==> src/rtl/fast_inv_sqrt_pipe.sv <==
// Purpose : pipelined fast inverse square root y ~= 1/sqrt(x) on unsigned Q(INT_WIDTH.FRACT_WIDTH)
//           operands (float bit-hack seed + NR_ITERS Newton-Raphson refinements).
// Latency : 3 + 2*NR_ITERS stage registers plus one output register; one result per cycle.
// Backpr. : ready_in = rst | !valid_out | ready_out; on a stall every stage register holds.
// Ports   : clk/rst (sync, active-high); data_in/valid_in/ready_in operand side;
//           data_out/valid_out/ready_out/zero_flag result side (zero_flag qualified by valid_out).
// Option  : define FAST_INV_SQRT_ROUND_EN for round-half-up on the NR-stage fixed-point shifts.
module fast_inv_sqrt_pipe #(
  parameter int          INT_WIDTH   = 12,
  parameter int          FRACT_WIDTH = 4,
  parameter int          NR_ITERS    = 1,
  parameter logic [31:0] MAGIC       = 32'h5f3759df,
  localparam int         WORD_WIDTH  = INT_WIDTH + FRACT_WIDTH
) (
  input  logic                  clk,
  input  logic                  rst,
  input  logic [WORD_WIDTH-1:0] data_in,
  input  logic                  valid_in,
  output logic                  ready_in,
  output logic [WORD_WIDTH-1:0] data_out,
  output logic                  valid_out,
  input  logic                  ready_out,
  output logic                  zero_flag
);

  localparam int PW  = 2 * WORD_WIDTH;
  localparam int NST = 3 + 2 * NR_ITERS;

  localparam logic [PW-1:0] ONE_P5   = (PW'(3) << FRACT_WIDTH) >> 1;
  localparam logic [PW-1:0] WORD_MAX = (PW'(1) << WORD_WIDTH) - PW'(1);
`ifdef FAST_INV_SQRT_ROUND_EN
  localparam logic [PW-1:0] HALF_LSB =
      (FRACT_WIDTH == 0) ? '0 : (PW'(1) << ((FRACT_WIDTH == 0) ? 0 : FRACT_WIDTH - 1));
`endif

  // Fixed point to IEEE single; caller guarantees x != 0.
  function automatic logic [31:0] fix_to_float(input logic [WORD_WIDTH-1:0] x);
    int         p;
    logic [7:0] expo;
    logic [22:0] mant;
    p = 0;
    for (int i = 0; i < WORD_WIDTH; i++) begin
      if (x[i]) p = i;
    end
    expo = 8'(p - FRACT_WIDTH + 127);
    // Shifting the leading one out of a 32-bit window leaves the fraction bits at the top.
    mant = 23'((64'(x) << (32 - p)) >> 9);
    return {1'b0, expo, mant};
  endfunction

  // IEEE single (sign bit ignored) to fixed point, truncating, saturating high, flushing to 0 low.
  function automatic logic [WORD_WIDTH-1:0] float_to_fix(input logic [30:0] f);
    int          sh;
    logic [63:0] v;
    sh = int'(f[30:23]) - 150 + FRACT_WIDTH;
    v  = {40'b0, 1'b1, f[22:0]};
    if (sh + 23 >= WORD_WIDTH) return '1;
    if (sh >= 0)       v = v << sh;
    else if (sh < -23) v = '0;
    else               v = v >> (-sh);
    return WORD_WIDTH'(v);
  endfunction

  // The ">> FRACT_WIDTH" used after every NR product.
  function automatic logic [PW-1:0] shr_f(input logic [PW-1:0] v);
`ifdef FAST_INV_SQRT_ROUND_EN
    logic [PW:0]   s;
    logic [PW-1:0] r;
    s = {1'b0, v} + {1'b0, HALF_LSB};
    r = s[PW] ? '1 : s[PW-1:0];
    return r >> FRACT_WIDTH;
`else
    return v >> FRACT_WIDTH;
`endif
  endfunction

  // Stage 0 = F2S, 1 = HACK, 2 = S2F, then NRa/NRb pairs. pay holds the float or the fixed y;
  // aux carries u from NRa to NRb.
  logic                  vld_q  [NST];
  logic                  vld_d  [NST];
  logic                  zero_q [NST];
  logic                  zero_d [NST];
  logic [WORD_WIDTH-1:0] xh_q   [NST];
  logic [WORD_WIDTH-1:0] xh_d   [NST];
  logic [31:0]           pay_q  [NST];
  logic [31:0]           pay_d  [NST];
  logic [PW-1:0]         aux_q  [NST];
  logic [PW-1:0]         aux_d  [NST];

  logic                  vld_out_q,  vld_out_d;
  logic                  zero_out_q, zero_out_d;
  logic [WORD_WIDTH-1:0] dat_out_q,  dat_out_d;

  logic [PW-1:0] nr_y, nr_t, nr_u, nr_dlt, nr_p;
  logic          adv;

  assign ready_in  = rst | ~vld_out_q | ready_out;
  assign adv       = ready_in;
  assign valid_out = vld_out_q;
  assign data_out  = dat_out_q;
  assign zero_flag = zero_out_q;

  always_comb begin
    for (int i = 0; i < NST; i++) begin
      vld_d[i]  = vld_q[i];
      zero_d[i] = zero_q[i];
      xh_d[i]   = xh_q[i];
      pay_d[i]  = pay_q[i];
      aux_d[i]  = aux_q[i];
    end
    vld_out_d  = vld_out_q;
    zero_out_d = zero_out_q;
    dat_out_d  = dat_out_q;
    nr_y   = '0;
    nr_t   = '0;
    nr_u   = '0;
    nr_dlt = '0;
    nr_p   = '0;

    if (adv) begin
      // F2S
      vld_d[0]  = valid_in;
      zero_d[0] = (data_in == '0);
      xh_d[0]   = data_in >> 1;
      pay_d[0]  = (data_in == '0) ? '0 : fix_to_float(data_in);
      aux_d[0]  = '0;

      for (int i = 1; i < NST; i++) begin
        vld_d[i]  = vld_q[i-1];
        zero_d[i] = zero_q[i-1];
        xh_d[i]   = xh_q[i-1];
        aux_d[i]  = aux_q[i-1];
      end

      // HACK and S2F
      pay_d[1] = MAGIC - (pay_q[0] >> 1);
      pay_d[2] = 32'(float_to_fix(pay_q[1][30:0]));

      for (int k = 0; k < NR_ITERS; k++) begin
        // NRa: u = x_half * y^2
        nr_y = PW'(pay_q[2+2*k][WORD_WIDTH-1:0]);
        nr_t = shr_f(nr_y * nr_y);
        nr_u = shr_f(PW'(xh_q[2+2*k]) * nr_t);
        pay_d[3+2*k] = pay_q[2+2*k];
        aux_d[3+2*k] = nr_u;

        // NRb: y = y * (1.5 - u), with the factor clamped at zero
        nr_y   = PW'(pay_q[3+2*k][WORD_WIDTH-1:0]);
        nr_dlt = (aux_q[3+2*k] > ONE_P5) ? '0 : ONE_P5 - aux_q[3+2*k];
        nr_p   = shr_f(nr_y * nr_dlt);
        pay_d[4+2*k] = 32'((nr_p > WORD_MAX) ? WORD_MAX : nr_p);
      end

      // Zero operands skip the arithmetic result entirely.
      vld_out_d  = vld_q[NST-1];
      zero_out_d = zero_q[NST-1];
      dat_out_d  = zero_q[NST-1] ? '1 : pay_q[NST-1][WORD_WIDTH-1:0];
    end
  end

  always_ff @(posedge clk) begin
    if (rst) begin
      vld_q      <= '{default: 1'b0};
      zero_q     <= '{default: 1'b0};
      xh_q       <= '{default: '0};
      pay_q      <= '{default: '0};
      aux_q      <= '{default: '0};
      vld_out_q  <= 1'b0;
      zero_out_q <= 1'b0;
      dat_out_q  <= '0;
    end else begin
      vld_q      <= vld_d;
      zero_q     <= zero_d;
      xh_q       <= xh_d;
      pay_q      <= pay_d;
      aux_q      <= aux_d;
      vld_out_q  <= vld_out_d;
      zero_out_q <= zero_out_d;
      dat_out_q  <= dat_out_d;
    end
  end

endmodule

==> config.mk <==
export PLATFORM = sky130hd
export DESIGN_NAME = fast_inv_sqrt_pipe
export DESIGN_NICKNAME = d
export VERILOG_FILES = /design/src/rtl/fast_inv_sqrt_pipe.sv
export SDC_FILE = /design/constraint.sdc
export NUM_CORES = 2
export LEC_CHECK = 0
export ABC_AREA = 1
export CORE_UTILIZATION = 28
export DETAILED_ROUTE_END_ITERATION = 7
export DONT_BUFFER_PORTS = 1
export GPL_TIMING_DRIVEN = 0
export PLACE_DENSITY_LB_ADDON = 0.2
export SLEW_MARGIN = 20
export SYNTH_ARGS = -nofsm -noshare
export SYNTH_HDL_FRONTEND = slang
export SYNTH_SLANG_ARGS = --single-unit
==> constraint.sdc <==
create_clock -name clk -period 22.4 [get_ports clk]
set_clock_uncertainty 0.05 [all_clocks]
set_input_delay 2.24 -clock clk [delete_from_list [all_inputs] [get_ports clk]]
set_output_delay 2.24 -clock clk [all_outputs]
set_load 0.05 [all_outputs]
==> results.tsv <==
stage	metric	value	unit
detailed_routing	vias	34565	
sta	slew_violations	0	
detailed_routing	dr.pass1.iters	7	
clock_tree	clock_path_buffers	3	
detailed_routing	drc	1	
sta	relSlewSlack	22.0	%
critical_path	start_kind	register	
critical_path	path_class	reg -> reg	
global_routing	grt_pass1_wl	218	mm
logic_synthesis	ys_ff_latch	209	
sta	rsz0062_at_grt	false	
global_routing	track_usage	19.5	%
cells_and_area	drive_above_1_share	3.04	%
clock_tree	post_cts_buffers	0	
logic_synthesis	yosysTopAreaCell	fa_1	
sta	setup_ws	8.67	ns
power	power	0.00506	W
worst_hold_path	hold_class	reg -> reg	
cells_and_area	layout_commonest_cell	inv_1	
logic_synthesis	synth_area_leaders	fa_1, inv_1, nand2_1	
sta	period_share	61.3	%
clock_tree	tritoncts	yes	
clock_tree	clk_pin_slew	0.07	ns
cells_and_area	final_util	31.0	%
critical_path	end_kind	register	
cells_and_area	final_cell_mix	inv_1, nand2_1, fa_1, nor2_1, ha_1	
place	post-place-ws	8.86	ns
sta	setup_tns	0	ns
place	dp_hpwl	120	mm
place	numPortBuffers	0	
power	p_int	0.00205	W
critical_path	path_delay_family	adder cells	
floorplan	die_y	383	µm
detailed_routing	via_per_inst	4.58	
critical_path	slowest_delay	0.82	ns
sta	fmax	72.8	MHz
critical_path	required	22.82	ns
floorplan	io_pins	39	
power	clkPwrFrac	8.8	%
global_routing	grt_max_degree	16	
logic_synthesis	synth_edf_count	0	
critical_path	critPathSlowestCell	clkinv_1	
detailed_routing	wl_per_cell	18.6	µm
logic_synthesis	synth.avg_cell_area	7.45	µm²
floorplan	rows	139	
outcome	violations	DRC	
run	max-cap-violations	0	
outcome	outcome	finished with violations	
logic_synthesis	yosysUniqueCellTypes	61	
place	routabilityCongestion	0.920	
power	power_density	114	nW/µm²
floorplan	core_area	144000	µm²
logic_synthesis	mappedNetlistArea	40700	µm²
clock_tree	cts_sinks	209	
logic_synthesis	syn_inst	5462	
clock_tree	htree_levels	1	
logic_synthesis	synth_flop_cell	dfxtp_1	
clock_tree	cts_resized	0	
detailed_routing	ant_nets	0	
cells_and_area	seq_area	4180	µm²
logic_synthesis	async_reset_ff_share	0	%
global_routing	overflow	0	
critical_path	critPathMaxFanout	10	
critical_path	critPathMostFrequentCell	fa_1	
cells_and_area	fillers	15655	
floorplan	fp.dieW	383	µm
floorplan	die_area	147000	µm²
clock_tree	clockRootBuffer	clkbuf_16	
power	ir_drop	0.000277	V
critical_path	critical_path_arrival	14.14	ns
detailed_routing	first_iter_violations	2324	
cells_and_area	fin_nets	6643	
sta	worstMarginPinSlew	1.17	ns
logic_synthesis	synth_top_area_share	37.1	%
critical_path	path_buf_inv	12	
power	power_frac_comb	82.2	%
logic_synthesis	yosys_warnings	0	
power	pwr-share-seq	9.0	%
sta	final.min_clock_period	13.73	ns
critical_path	r2r_slack	8.67	ns
sta	hold_violations	0	
cells_and_area	area_growth	9.43	%
cells_and_area	multi_input_area	31200	µm²
power	switching_power	0.00301	W
clock_tree	clk_latency	0.58	ns
cells_and_area	diodes	0	
global_routing	first_global_vias	35905	
clock_tree	numCtsBuffers	23	
clock_tree	hold_buffers	0	
logic_synthesis	ys_seq_area_share	10.3	%
power	p_leak	21.8	nW
floorplan	start_util	28.3	%
power	swShare	59.6	%
global_routing	antenna_found_initial	0	
sta	fin_hold_ws	0.398	ns
sta	setup_viol_count_final	0	
detailed_routing	routed_wl	141	mm
state kept, by name, indices dropped and copies added (netlist names):
signal / flops
zero_q: 5
valid_out: 1
vld_q: 5
pay_q: 108
xh_q: 45
aux_q: 28
zero_flag: 1
data_out: 16
synthesized netlist by cell type, types with 5 or more instances:
master and instances:
inv_1 1345, nand2_1 1212, fa_1 754, nor2_1 457, ha_1 233, nand3_1 217
dfxtp_1 209, o21ai_0 204, a21oi_1 171, clkbuf_1 159, o22ai_1 88, xor2_1 51
nand4_1 43, o211ai_1 28, xnor2_1 27, nor3_1 25, inv_2 18, nand2_2 18
nand3_2 18, o21ai_1 14, clkinv_1 13, a22oi_1 10, buf_2 10, a31oi_1 9
nand2_4 9, buf_1 8, nor4_1 8, a21o_1 7, buf_6 7, nor2_4 7
a21oi_2 6, nand3b_1 6, nor2_2 6, or2_2 6, nor3_2 5, o21bai_1 5
o221ai_1 5
power groups by stage:
stage | clock network [W] | registers, W | logic [W]
floorplan | 0 | 0.000446 | 0.00284
global placement | 0 | 0.000463 | 0.00412
detailed placement | 0 | 0.000463 | 0.00411
CTS | 0.000454 | 0.000455 | 0.00416
global route | 0.000465 | 0.000460 | 0.00465
finish | 0.000445 | 0.000456 | 0.00416
worst paths after layout:
path                            from                     end  cells after the start
max           pay_q[73]$_SDFFE_PP0P_  aux_q[59]$_SDFFE_PP0P_                     46
min          pay_q[129]$_SDFFE_PP0P_  pay_q[96]$_SDFFE_PP0P_                      1
max reg2reg   pay_q[73]$_SDFFE_PP0P_  aux_q[59]$_SDFFE_PP0P_                     46
min reg2reg  pay_q[129]$_SDFFE_PP0P_  pay_q[96]$_SDFFE_PP0P_                      1
per-layer routing:
layer / track usage (%) / wire length [µm] / up-vias
met1: 27.1 / 65300 / 17128
li1: - / - / 16499
met5: 0 / 0 / -
met4: 5.12 / 3870 / 0
met2: 32.1 / 64400 / 806
met3: 2.19 / 7100 / 132
metrics by stage:
step	instance area (µm²)	std cells
after floorplan	41300	5610
after global placement	43600	7513
after detailed placement	43700	7514
after CTS	44500	7555
after global routing	44500	7555
final	44500	7555
cell families after synthesis:
family / synth area share [%]
DFF: 10.3
buffers and inverters: 14.6
AOI/OAI and AO/OA: 7.97
xor gates and xnor gates: 1.79
other: 0.0185
adders and majority gates: 44.3
muxes: 0.0246
and+or+nand+nor: 21.1
cell type report:
cell class / count / area share, %
plain buffers: 187 / 1.75
flip-flops and latches: 209 / 9.40
inverters: 1376 / 11.6
repair buffers: 1 / 0.0253
clock inverters: 15 / 0.573
multi-input cells: 3838 / 70.0
well taps: 1903 / 5.35
clock buffers: 26 / 1.34
Power figures use the tool's default switching activity.
